--- src/rtl/mmix_ldst_queue.sv ---
// MMIX load/store queue: buffers tagged memory requests in a circular FIFO,
// issues them one at a time to the memory port, and returns one registered
// response per request in acceptance order. Loads are zero/sign-extended by
// size. Signed stores flag a value that does not fit the store width.
module mmix_ldst_queue #(
  parameter int unsigned DEPTH  = 4,
  parameter int unsigned TAG_W  = 8,
  parameter int unsigned ADDR_W = 64
) (
  input  logic              clk,
  input  logic              reset_n,
  input  logic              req_valid,
  output logic              req_ready,
  input  logic [TAG_W-1:0]  req_tag,
  input  logic              req_write,
  input  logic [1:0]        req_size,
  input  logic              req_signed,
  input  logic [ADDR_W-1:0] req_addr,
  input  logic [63:0]       req_wdata,
  input  logic              flush,
  output logic              mem_read,
  output logic              mem_write,
  output logic [ADDR_W-1:0] mem_address,
  output logic [1:0]        mem_datasize,
  output logic [63:0]       mem_writedata,
  input  logic [63:0]       mem_readdata,
  input  logic              mem_done,
  output logic              rsp_valid,
  input  logic              rsp_ready,
  output logic [TAG_W-1:0]  rsp_tag,
  output logic [63:0]       rsp_data,
  output logic              rsp_ovf
);

  localparam int unsigned PTR_W = $clog2(DEPTH);
  localparam int unsigned CNT_W = $clog2(DEPTH + 1);

  typedef struct packed {
    logic [TAG_W-1:0]  tag;
    logic              write;
    logic [1:0]        size;
    logic              sgn;
    logic [ADDR_W-1:0] addr;
    logic [63:0]       wdata;
  } entry_t;

  typedef enum logic [1:0] {S_IDLE, S_MEM, S_RESP} state_t;

  entry_t            fifo_q [DEPTH];
  entry_t            req_entry;
  entry_t            head;
  logic [PTR_W-1:0]  wr_ptr_q, wr_ptr_d, rd_ptr_q, rd_ptr_d;
  logic [CNT_W-1:0]  count_q, count_d;
  logic              push, pop;
  logic [ADDR_W-1:0] head_addr_al;
  logic [63:0]       rd_ext;
  logic              st_ovf;

  state_t            state_q;
  logic              flushed_q;
  logic [TAG_W-1:0]  op_tag_q;
  logic              op_sgn_q;
  logic              mem_read_q, mem_write_q;
  logic [ADDR_W-1:0] mem_address_q;
  logic [1:0]        mem_datasize_q;
  logic [63:0]       mem_writedata_q;
  logic              rsp_valid_q, rsp_ovf_q;
  logic [TAG_W-1:0]  rsp_tag_q;
  logic [63:0]       rsp_data_q;

  // Ready depends only on occupancy, reset and flush, never on a same-cycle pop.
  assign req_ready = reset_n && !flush && (count_q != CNT_W'(DEPTH));
  assign push      = req_valid && req_ready;
  assign pop       = (state_q == S_IDLE) && (count_q != '0) && !flush;
  assign req_entry = {req_tag, req_write, req_size, req_signed, req_addr, req_wdata};
  assign head      = fifo_q[rd_ptr_q];

  assign mem_read      = mem_read_q;
  assign mem_write     = mem_write_q;
  assign mem_address   = mem_address_q;
  assign mem_datasize  = mem_datasize_q;
  assign mem_writedata = mem_writedata_q;
  assign rsp_valid     = rsp_valid_q;
  assign rsp_tag       = rsp_tag_q;
  assign rsp_data      = rsp_data_q;
  assign rsp_ovf       = rsp_ovf_q;

  // Next-state for occupancy and pointers; flush wins over push/pop.
  always_comb begin
    count_d  = count_q;
    wr_ptr_d = wr_ptr_q;
    rd_ptr_d = rd_ptr_q;
    if (flush) begin
      count_d  = '0;
      wr_ptr_d = '0;
      rd_ptr_d = '0;
    end else begin
      if (push) wr_ptr_d = wr_ptr_q + PTR_W'(1);
      if (pop)  rd_ptr_d = rd_ptr_q + PTR_W'(1);
      count_d = count_q + CNT_W'(push) - CNT_W'(pop);
    end
  end

  // Natural alignment of the head address for its access size.
  always_comb begin
    head_addr_al = head.addr;
    case (head.size)
      2'd1:    head_addr_al[0]   = 1'b0;
      2'd2:    head_addr_al[1:0] = '0;
      2'd3:    head_addr_al[2:0] = '0;
      default: ;
    endcase
  end

  // Load extension and signed-store overflow for the operation in flight.
  always_comb begin
    rd_ext = mem_readdata;
    st_ovf = 1'b0;
    case (mem_datasize_q)
      2'd0: begin
        rd_ext = {{56{op_sgn_q & mem_readdata[7]}}, mem_readdata[7:0]};
        st_ovf = !((&mem_writedata_q[63:7]) || !(|mem_writedata_q[63:7]));
      end
      2'd1: begin
        rd_ext = {{48{op_sgn_q & mem_readdata[15]}}, mem_readdata[15:0]};
        st_ovf = !((&mem_writedata_q[63:15]) || !(|mem_writedata_q[63:15]));
      end
      2'd2: begin
        rd_ext = {{32{op_sgn_q & mem_readdata[31]}}, mem_readdata[31:0]};
        st_ovf = !((&mem_writedata_q[63:31]) || !(|mem_writedata_q[63:31]));
      end
      default: ;
    endcase
    st_ovf = st_ovf & op_sgn_q;
  end

  // Queue storage; contents are don't-care outside the valid window.
  always_ff @(posedge clk) begin
    if (push) fifo_q[wr_ptr_q] <= req_entry;
  end

  // Occupancy and pointer registers.
  always_ff @(posedge clk or negedge reset_n) begin
    if (!reset_n) begin
      count_q  <= '0;
      wr_ptr_q <= '0;
      rd_ptr_q <= '0;
    end else begin
      count_q  <= count_d;
      wr_ptr_q <= wr_ptr_d;
      rd_ptr_q <= rd_ptr_d;
    end
  end

  // Issue/response FSM with registered bus and response outputs.
  always_ff @(posedge clk or negedge reset_n) begin
    if (!reset_n) begin
      state_q         <= S_IDLE;
      flushed_q       <= 1'b0;
      op_tag_q        <= '0;
      op_sgn_q        <= 1'b0;
      mem_read_q      <= 1'b0;
      mem_write_q     <= 1'b0;
      mem_address_q   <= '0;
      mem_datasize_q  <= '0;
      mem_writedata_q <= '0;
      rsp_valid_q     <= 1'b0;
      rsp_tag_q       <= '0;
      rsp_data_q      <= '0;
      rsp_ovf_q       <= 1'b0;
    end else begin
      case (state_q)
        S_IDLE: begin
          if (pop) begin
            state_q         <= S_MEM;
            flushed_q       <= 1'b0;
            op_tag_q        <= head.tag;
            op_sgn_q        <= head.sgn;
            mem_read_q      <= !head.write;
            mem_write_q     <= head.write;
            mem_address_q   <= head_addr_al;
            mem_datasize_q  <= head.size;
            mem_writedata_q <= head.wdata;
          end
        end
        S_MEM: begin
          // A flush cannot cancel the bus cycle; remember it and drop the result.
          if (flush) flushed_q <= 1'b1;
          if (mem_done) begin
            mem_read_q  <= 1'b0;
            mem_write_q <= 1'b0;
            if (flushed_q || flush) begin
              state_q <= S_IDLE;
            end else begin
              state_q     <= S_RESP;
              rsp_valid_q <= 1'b1;
              rsp_tag_q   <= op_tag_q;
              rsp_data_q  <= mem_write_q ? '0 : rd_ext;
              rsp_ovf_q   <= mem_write_q & st_ovf;
            end
          end
        end
        S_RESP: begin
          if (flush || rsp_ready) begin
            rsp_valid_q <= 1'b0;
            state_q     <= S_IDLE;
          end
        end
        default: state_q <= S_IDLE;
      endcase
    end
  end

endmodule

--- config.mk ---
export PLATFORM = sky130hd
export DESIGN_NAME = mmix_ldst_queue
export DESIGN_NICKNAME = d
export VERILOG_FILES = /design/src/rtl/mmix_ldst_queue.sv
export SDC_FILE = /design/constraint.sdc
export NUM_CORES = 1
export LEC_CHECK = 0
export CAP_MARGIN = 20
export CORE_MARGIN = 5
export CORE_UTILIZATION = 54
export DETAILED_ROUTE_END_ITERATION = 7
export PLACE_DENSITY = 0.79
export REMOVE_ABC_BUFFERS = 1
export SYNTH_ARGS = -nofsm -noshare
export SYNTH_HDL_FRONTEND = slang
export SYNTH_SLANG_ARGS = --single-unit
--- constraint.sdc ---
create_clock -name clk -period 6.15 [get_ports clk]
set_input_delay 1.23 -clock clk [delete_from_list [all_inputs] [get_ports clk]]
set_output_delay 1.23 -clock clk [all_outputs]
set_load 0.01 [all_outputs]
==> key figures <==
Floorplanning
  • Die Y: 243 um
  • Die W: 243 um
  • Ports: 417
  • Starting Density: 0.545
  • Die footprint: 59200 um^2
  • Standard-cell rows: 85
  • Placeable Area: 53900 um^2

Worst setup path
  • Max incr delay on CP: 670 ps
  • Crit-path max FO: 13
  • Setup CP Type: in -> out
  • Worst-path cell chain: clkdlybuf4s50_1, nand2b_1, a21oi_1, clkdlybuf4s50_1
  • CP required: 4920 ps
  • Crit end category: primary output
  • Crit path from: flush
  • Slowest cell on the critical path: clkdlybuf4s50_1
  • R2R Path Start: count_q[1]$_DFF_PN0_
  • Top cell by count, worst path: clkdlybuf4s50_1
  • CP Launch Type: primary input
  • Arrival @ worst endpoint: 3180 ps

Final layout
  • # fillers: 3432
  • Most frequent cells in the layout: edfxtp_1 (560), nand2_1 (513), clkdlybuf4s50_1 (415)
  • Most common cell after layout, fill and taps aside: edfxtp_1
  • Layout cells sized above 1: 0.132
  • Area Growth Syn to Fin: 25.2%
  • Final nets: 2402

Clocking
  • Setup Buffers After CTS: 0
  • CTS resizes: 0
  • Clock Path Buffers: 3
  • Root Buffer Master: clkbuf_16
  • Clk slew on worst S/H paths: 50 ps
  • CTS Sinks: 785
  • Hold_buf cts: 0
  • Clk_lat worst skew: 620 ps
  • CTS tree: done
  • TritonCTS buffer count: 79
  • H-tree levels: 3

Global route
  • First-pass GRT wire length: 107000 um
  • Busiest layer in global routing: met2
  • Initial antenna violation count: 19
  • M1 GR Usage: 0.303
  • Pin count of the biggest net entering global routing: 93
  • Met2 GRT Util: 0.383
  • Overflow after GRT: 0
  • All-Layer GR Usage: 0.234
  • Vias in the first global route: 17700
  • GRT met3 Usage: 0.0707

Synthesis
  • Syn_area_per_cell: 16.8 um^2
  • Syn Std Cell Area: 29400 um^2
  • Post-synth EDFFs: 560
  • Post-synth ARST share: 0.287
  • Syn Inst Count: 1754
  • #FFs+latches synth: 785
  • Sequential share of the synthesized area: 0.764
  • Most used DFF post-synth: edfxtp_1
  • Syn. warnings: 0
  • Distinct cell type count after synthesis: 47

Routing
  • DR WL/cell: 23.6 um
  • Routed via count: 16800
  • Vias per cell: 5.66
  • First drt pass iteration count: 5
  • DRC viols: 0
  • Final wirelength: 70000 um
  • Routed Antenna Nets: 0
  • Drt initial violations: 1182

Place
  • Routability Congestion: 0.922
  • Post-DP HPWL: 42500 um
  • Port buffer count: 416

STA
  • Relative slew slack: 0.266
  • Setup Skew: 24.7 ps
  • Slew @ Worst Pin: 1100 ps
  • Unrepaired setup endpoints after global routing: false
  • Count of final setup violators: 0
  • Final Slew Violations: 0
  • Fmax: 227 MHz
  • Fin Hold WS: 464 ps
  • Setup TNS: 0 ps
  • Fin. Hold Viols: 0
  • Clock period minus worst slack: 4410 ps
  • Crit share post-route: 0.717

Run status
  • Status: completed

Power
  • PnR Total Power: 15.9 mW
  • Worst VDD drop: 0.334 mV
  • Leak: 13.5 nW
  • Pwr/cell area: 433 nW/um^2

Min path
  • Hold Crit Start: rsp_data[57]$_DFFE_PN0P_
  • Class of the worst hold path: reg -> reg

Flow run
  • Max_cap viols: 0
## cells by family after synthesis
group           after synthesis  share of synthesized area
compound gates              107                     0.0208
buf+inv                      98                     0.0173
fa+ha+maj                     7                    0.00323
flops                       785                      0.764
xor+xnor                      4                    0.00119
simple gates                603                     0.0829
mux                         150                      0.111
## worst max-delay path: cells and delay by family
family / cells / cell delay [ps]
buffers and inverters: 2 / 1310
AO/OA/AOI/OAI: 1 / 380
AND/OR/NAND/NOR: 1 / 250
## power breakdown
part | internal, mW | total (mW) | switching (mW)
Combinational | 2.10 | 4.19 | 2.09
Sequential | 6.46 | 7.12 | 0.658
Clock | 2.67 | 4.62 | 1.95
## layout make-up
type,count,area (um^2),share of cell area
repair buffers,439,4430,0.120
flip-flops and latches,785,22500,0.610
clock inverters,29,313,0.00850
well taps,696,871,0.0237
multi-input cells,871,6480,0.176
clock buffers,117,2200,0.0597
inverters,9,36.3,0.000986
diodes,15,37.5,0.00102
## metrics by stage
stage	utilization	cell area, um^2	worst slack (ps)	instances
floorplan	-	28900	-639	1665
global placement	0.636	34300	1840	2800
detailed placement	0.636	34300	1750	2800
CTS	0.682	36800	1750	2946
global route	0.683	36800	1590	2958
finish	0.683	36800	1740	2961
## state kept, by name (all words and copies together), names as in the netlist, 3 cells and up
signal,flops
op_tag_q,8
rsp_data,64
mem_address,64
mem_writedata,64
rsp_tag,8
count_q,3
fifo_q,560
## synth_stat cells (2+ instances only)
cell	number	area, um^2
a21o_1	2	15.0
a21oi_1	20	100
a22o_1	3	26.3
and3_1	5	31.3
and4_1	2	17.5
buf_2	29	145
buf_4	2	15.0
buf_6	13	146
clkbuf_1	44	165
dfrtp_1	225	5630
edfxtp_1	560	16800
ha_1	6	75.1
inv_1	8	30.0
mux2_2	9	101
mux4_2	140	3150
nand2_1	513	1930
nand2b_1	11	68.8
nand3_1	5	25.0
nand4_1	14	87.6
nor2_1	24	90.1
nor3_1	5	25.0
nor4_1	13	81.3
o21a_1	8	60.1
o21ai_0	50	250
o21ai_1	9	45.0
o31ai_1	10	75.1
or4_1	2	15.0
xnor2_1	3	26.3
## per-layer routing
layer / wire length (um) / up-vias / part of all wire
met5: 79 / - / 0.0011
li1: - / 7365 / -
met3: 5970 / 135 / 0.085
met1: 26900 / 8595 / 0.38
met4: 2300 / 10 / 0.033
met2: 34800 / 649 / 0.50
## path summary, 6_finish.rpt
path | to | slack [ps] | cells past startpoint
min in group asynchronous | rsp_data[5]$_DFFE_PN0P_ | 540 | 1
min | rsp_data[57]$_DFFE_PN0P_ | 460 | 2
max in group asynchronous | rd_ptr_q[1]$_DFFE_PN0P_ | 4210 | 2
min reg2reg | rsp_data[57]$_DFFE_PN0P_ | 460 | 2
max | req_ready | 1740 | 4
max reg2reg | count_q[2]$_DFF_PN0_ | 2950 | 11
(Power assumes the default switching activity.)
